### src/rtl/button_parser.sv
// Push-button conditioner: 2-flop synchronizer, shared sample tick, per-lane
// saturating debounce counter, and a one-cycle pulse on each debounced press.
module button_parser #(
  parameter int WIDTH          = 4,
  parameter int SAMPLE_CNT_MAX = 62_500,
  parameter int PULSE_CNT_MAX  = 200
) (
  input  logic             clk,
  input  logic             rst,
  input  logic [WIDTH-1:0] buttons_in,
  output logic [WIDTH-1:0] buttons_out,
  output logic [WIDTH-1:0] pulses
);

  // A period of 1 would give a zero-width timer; keep at least one bit.
  localparam int TW = (SAMPLE_CNT_MAX > 1) ? $clog2(SAMPLE_CNT_MAX) : 1;
  localparam int CW = $clog2(PULSE_CNT_MAX + 1);
  localparam logic [TW-1:0] TMAX = TW'(SAMPLE_CNT_MAX - 1);
  localparam logic [CW-1:0] CMAX = CW'(PULSE_CNT_MAX);

  logic [WIDTH-1:0] s1, s2, prev;
  logic [TW-1:0]    tcnt;
  logic             tick;

  assign tick = (tcnt == TMAX);

  always_ff @(posedge clk or posedge rst) begin
    if (rst) begin
      s1   <= '0;
      s2   <= '0;
      tcnt <= '0;
      prev <= '0;
    end else begin
      s1   <= buttons_in;
      s2   <= s1;
      tcnt <= tick ? '0 : tcnt + TW'(1);
      prev <= buttons_out;
    end
  end

  for (genvar i = 0; i < WIDTH; i++) begin : g_lane
    logic [CW-1:0] sat;

    // A single low sample restarts the window; a held button sticks at CMAX.
    always_ff @(posedge clk or posedge rst) begin
      if (rst)
        sat <= '0;
      else if (!s2[i])
        sat <= '0;
      else if (tick && (sat < CMAX))
        sat <= sat + CW'(1);
    end

    assign buttons_out[i] = (sat == CMAX);
  end

  assign pulses = buttons_out & ~prev;

endmodule

### config.mk
export PLATFORM = sky130hd
export DESIGN_NAME = button_parser
export DESIGN_NICKNAME = d
export VERILOG_FILES = /design/src/rtl/button_parser.sv
export SDC_FILE = /design/constraint.sdc
export NUM_CORES = 1
export LEC_CHECK = 0
export CAP_MARGIN = 5
export CORE_ASPECT_RATIO = 2
export CORE_MARGIN = 2
export CORE_UTILIZATION = 54
export DETAILED_ROUTE_END_ITERATION = 7
export PLACE_DENSITY = 0.75
export SKIP_CTS_REPAIR_TIMING = 1
export SLEW_MARGIN = 0
export SYNTH_ARGS = -nofsm -noshare
export SYNTH_HDL_FRONTEND = slang
export SYNTH_SLANG_ARGS = --single-unit
### constraint.sdc
create_clock -name clk -period 2.14 [get_ports clk]
set_input_delay 0.642 -clock clk [delete_from_list [all_inputs] [get_ports clk]]
set_output_delay 0.642 -clock clk [all_outputs]
set_load 0.02 [all_outputs]
==> metrics.md <==
| Metric | Value |
|---|---|
| Run status | `complete, but fails checks` |
| Failing checks | `setup timing` |
| Pwr dens | `539 mW/mm²` |
| Final Setup Violations | `3` |
| Layout fillers | `431` |
| Type of origin of the critical path | `flop` |
| Critical Path Fanout Max | `2` |
| Min cycle time layout | `2.19 ns` |
| Sw Ratio | `21.8%` |
| Unrepaired setup endpoints after global routing | `true` |
| Syn Inst Count | `roughly 300` |
| Vias in the first global route | `2547` |
| Clock root cell | `clkbuf_8` |
| # placed instances | `414` |
| M1 wire length | `2.34 mm` |
| Post-synthesis register bit count | `60` |
| Worst setup margin | `-0.0473 ns` |
| WL met2 | `3.64 mm` |
| Distinct cells, synth | `37` |
| Pre-CTS setup slack | `-0.149 ns` |
| Area after DPL | `approximately 0.0036 mm²` |
| WHS | `0.347 ns` |
| Fmax | `~460 MHz` |
| Largest family of logic cells by synthesized area | `simple AND/OR/NAND/NOR gates` |
| Synth Area per Inst | `9.96 µm²` |
| Mapped cell area | `~0.003 mm²` |
| Clock Tree Buf Depth | `2` |
| Final setup TNS | `-0.0725 ns` |
| Post-Synth Simple-Gate Area | `26.3%` |
| Pin count of the biggest net entering global routing | `43` |
| Design area | `0.00382 mm²` |
| R2R setup slack | `0.11 ns` |
| Final nets | `between 300 and 400` |
| GPL Wtd Cong | `0.833` |
| Die Footprint | `0.00626 mm²` |
| Overall die width | `between 50 and 60 µm` |
| Crit. End Element | `output port` |
| Non-Filler Instances | `434` |
| Num CTS Buffers | `9` |
| Power Total | `2.06 mW` |
| Ys Warns | `0` |
| Lkg Pwr | `1.69 nW` |
| Sequential Power Share | `between 50% and 60%` |
| Mux contribution to synthesized area | `2.32%` |
| CTS tree | `done` |
| Hold Vio Cnt, Final | `0` |
| Least-Margin Pin Slew | `0.622 ns` |
| Clock share of power | `41.8%` |
| Critical Path AT | `1.55 ns` |
| Initial antenna violation count | `0` |
| DRT iter0 DRCs | `99` |
| Final Cycle Share | `102%` |
| Htree depth | `3` |
| Layout Utilization | `between 70% and 80%` |
| Boundary Pins | `14` |
| Synthesized Nets | `between 300 and 400` |
| Wire per inst | `roughly 15 µm` |
| Max-cap violations | `0` |
| Chip height | `110 µm` |
| Initial Utilization | `55.8%` |
| Final HPWL DP | `roughly 4.6 mm` |
| Row count | `38` |
| Worst EP required | `approximately 1.5 ns` |
| Share of layout cells above drive strength 1 | `24.3%` |
| Remaining global-route overflow | `0` |
| Layout area overhead | `26.2%` |
| Share of the yosys chip area belonging to registers | `a little under 50%` |
| # diodes | `0` |
| Routed wl met3 | `roughly 180 µm` |
| Worst setup path category | `reg -> out` |
| Rel. slew slack | `58.4%` |
| Internal power | `1.61 mW` |
| Drc violations | `0` |
| Slew Limit Fails | `0` |
| Post-synthesis compound-gate area fraction | `11.1%` |
| Clock-pin slew on the worst setup and hold paths | `0.06 ns` |
| Port Buf Inserts | `13` |
| Post-Route WL | `~6.4 mm` |
| Vias per Instance | `5.84` |
| Worst vdd ir | `523 µV` |
| Routed Antenna Nets | `0` |
| Vias post-DR | `roughly 2.5k` |
| DRT Pass-1 Iters | `4` |
| First-pass GRT wire length | `between 10 and 15 mm` |
| Worst hold path class | `reg -> reg` |
| Top Metal Used | `met4` |
| Clk_lat worst skew | `0.34 ns` |
| Clock Skew | `0.00756 ns` |
| Core Box Area | `0.00542 mm²` |
| Post-Synth XOR/XNOR Area | `under 10%` |
| Comb power frac | `2.4%` |
| Adder-cell share of the synthesized area | `3.72%` |
| GRT Util Overall | `22.5%` |
| Clock sink count | `60` |
| Switching power | `0.449 mW` |
## layout by cell type (no fill, tap or decap), types with 4 or more instances in the layout
cell	n
a21oi_1	21
and3_1	11
buf_12	4
buf_4	51
clkbuf_1	4
clkbuf_8	10
clkdlybuf4s50_1	5
dfrtp_1	60
ha_1	8
inv_1	15
inv_2	4
mux2i_1	7
nand2_1	20
nand2b_1	5
nand3_1	25
nand3b_1	5
nand4_1	4
nor2_1	12
nor2b_1	4
nor3_1	10
o21a_1	5
o21ai_0	13
o31ai_1	12
or4_1	14
xnor2_1	7
xor2_1	4
## registers in the layout, indices dropped and copies added (netlist names)
signal	cells
g_lane.sat	32
s2	4
s1	4
prev	4
tcnt	16
## per-layer routing
layer	vias up	global-route usage (%)
met5	-	0
met4	0	12.5
met3	14	6.00
met2	35	42.4
met1	1252	21.2
li1	1235	-
## power groups by stage
stage          Sequential, mW  Clock (mW)  Combinational (mW)
6_report                 1.15       0.860              0.0502
3_5_place_dp             1.17           0              0.0523
3_3_place_gp             1.17           0              0.0512
2_1_floorplan            1.17           0              0.0265
4_1_cts                  1.15       0.886              0.0525
5_1_grt                  1.15       0.934              0.0573
## layout make-up
cell class	count	area [µm²]	area share, %
Clock buffer	14	153	4.00
Clock inverter	2	10.0	0.262
Inverter	19	71.3	1.87
Multi-Input combinational cell	216	1470	38.4
Sequential cell	60	1500	39.3
Tap cell	60	75.1	1.97
Timing Repair Buffer	63	541	14.2
## cell usage after synthesis
master | count | area, µm²
nor2_1 | 12 | 45.0
or4b_4 | 1 | 13.8
nand2_1 | 22 | 82.6
dfrtp_1 | 60 | 1500
or3_1 | 3 | 18.8
o21a_1 | 5 | 37.5
clkbuf_1 | 6 | 22.5
nand3_2 | 2 | 20.0
o21ai_0 | 13 | 65.1
nor4b_2 | 2 | 30.0
o311a_1 | 2 | 20.0
and4bb_2 | 1 | 12.5
and3_1 | 11 | 68.8
nor4b_1 | 1 | 8.76
nand3b_1 | 5 | 37.5
nand2b_1 | 5 | 31.3
nand4_2 | 1 | 12.5
a21oi_1 | 21 | 105
inv_1 | 19 | 71.3
mux2i_1 | 7 | 70.1
and4_1 | 1 | 8.76
ha_1 | 9 | 113
or2_2 | 1 | 6.26
o311ai_0 | 1 | 8.76
xnor2_1 | 7 | 61.3
a41oi_1 | 1 | 8.76
nor4_1 | 5 | 31.3
nor2b_1 | 5 | 31.3
nor3_1 | 12 | 60.1
buf_6 | 1 | 11.3
buf_2 | 2 | 10.0
xor2_1 | 4 | 35.0
nand3_1 | 25 | 125
or4_1 | 14 | 105
o31ai_1 | 12 | 90.1
nand4_1 | 4 | 25.0
nor4_4 | 1 | 21.3
## kinds of logic (layout without fill, tap and decap cells)
logic type / count (synthesis) / count (layout)
simple gates: 134 / 134
compound gates: 55 / 55
buf+inv: 28 / 98
fa+ha+maj: 9 / 9
xor+xnor: 11 / 11
flops: 60 / 60
mux: 7 / 7
## worst max-delay path, cell delays in order, from the launching register on
cell	delay (ns)
dfrtp_1	0.39
inv_2	0.06
ha_1	0.13
nand3b_1	0.10
nor4_2	0.19
nor2b_1	0.17
buf_4	0.15
## worst paths after layout
| path | startpoint | to | cells after the start |
|---|---|---|---|
| worst max-delay path | g_lane[3].sat[0] | pulses[3] | 6 |
| worst min-delay path | s1[1] | s2[1] | 0 |
| worst max register to register | tcnt[6] | g_lane[1].sat[6] | 5 |
| worst min register to register | s1[1] | s2[1] | 0 |
| max in group asynchronous | rst | g_lane[2].sat[4] | 3 |
| min in group asynchronous | rst | tcnt[10] | 2 |
(Power assumes the default switching activity.)
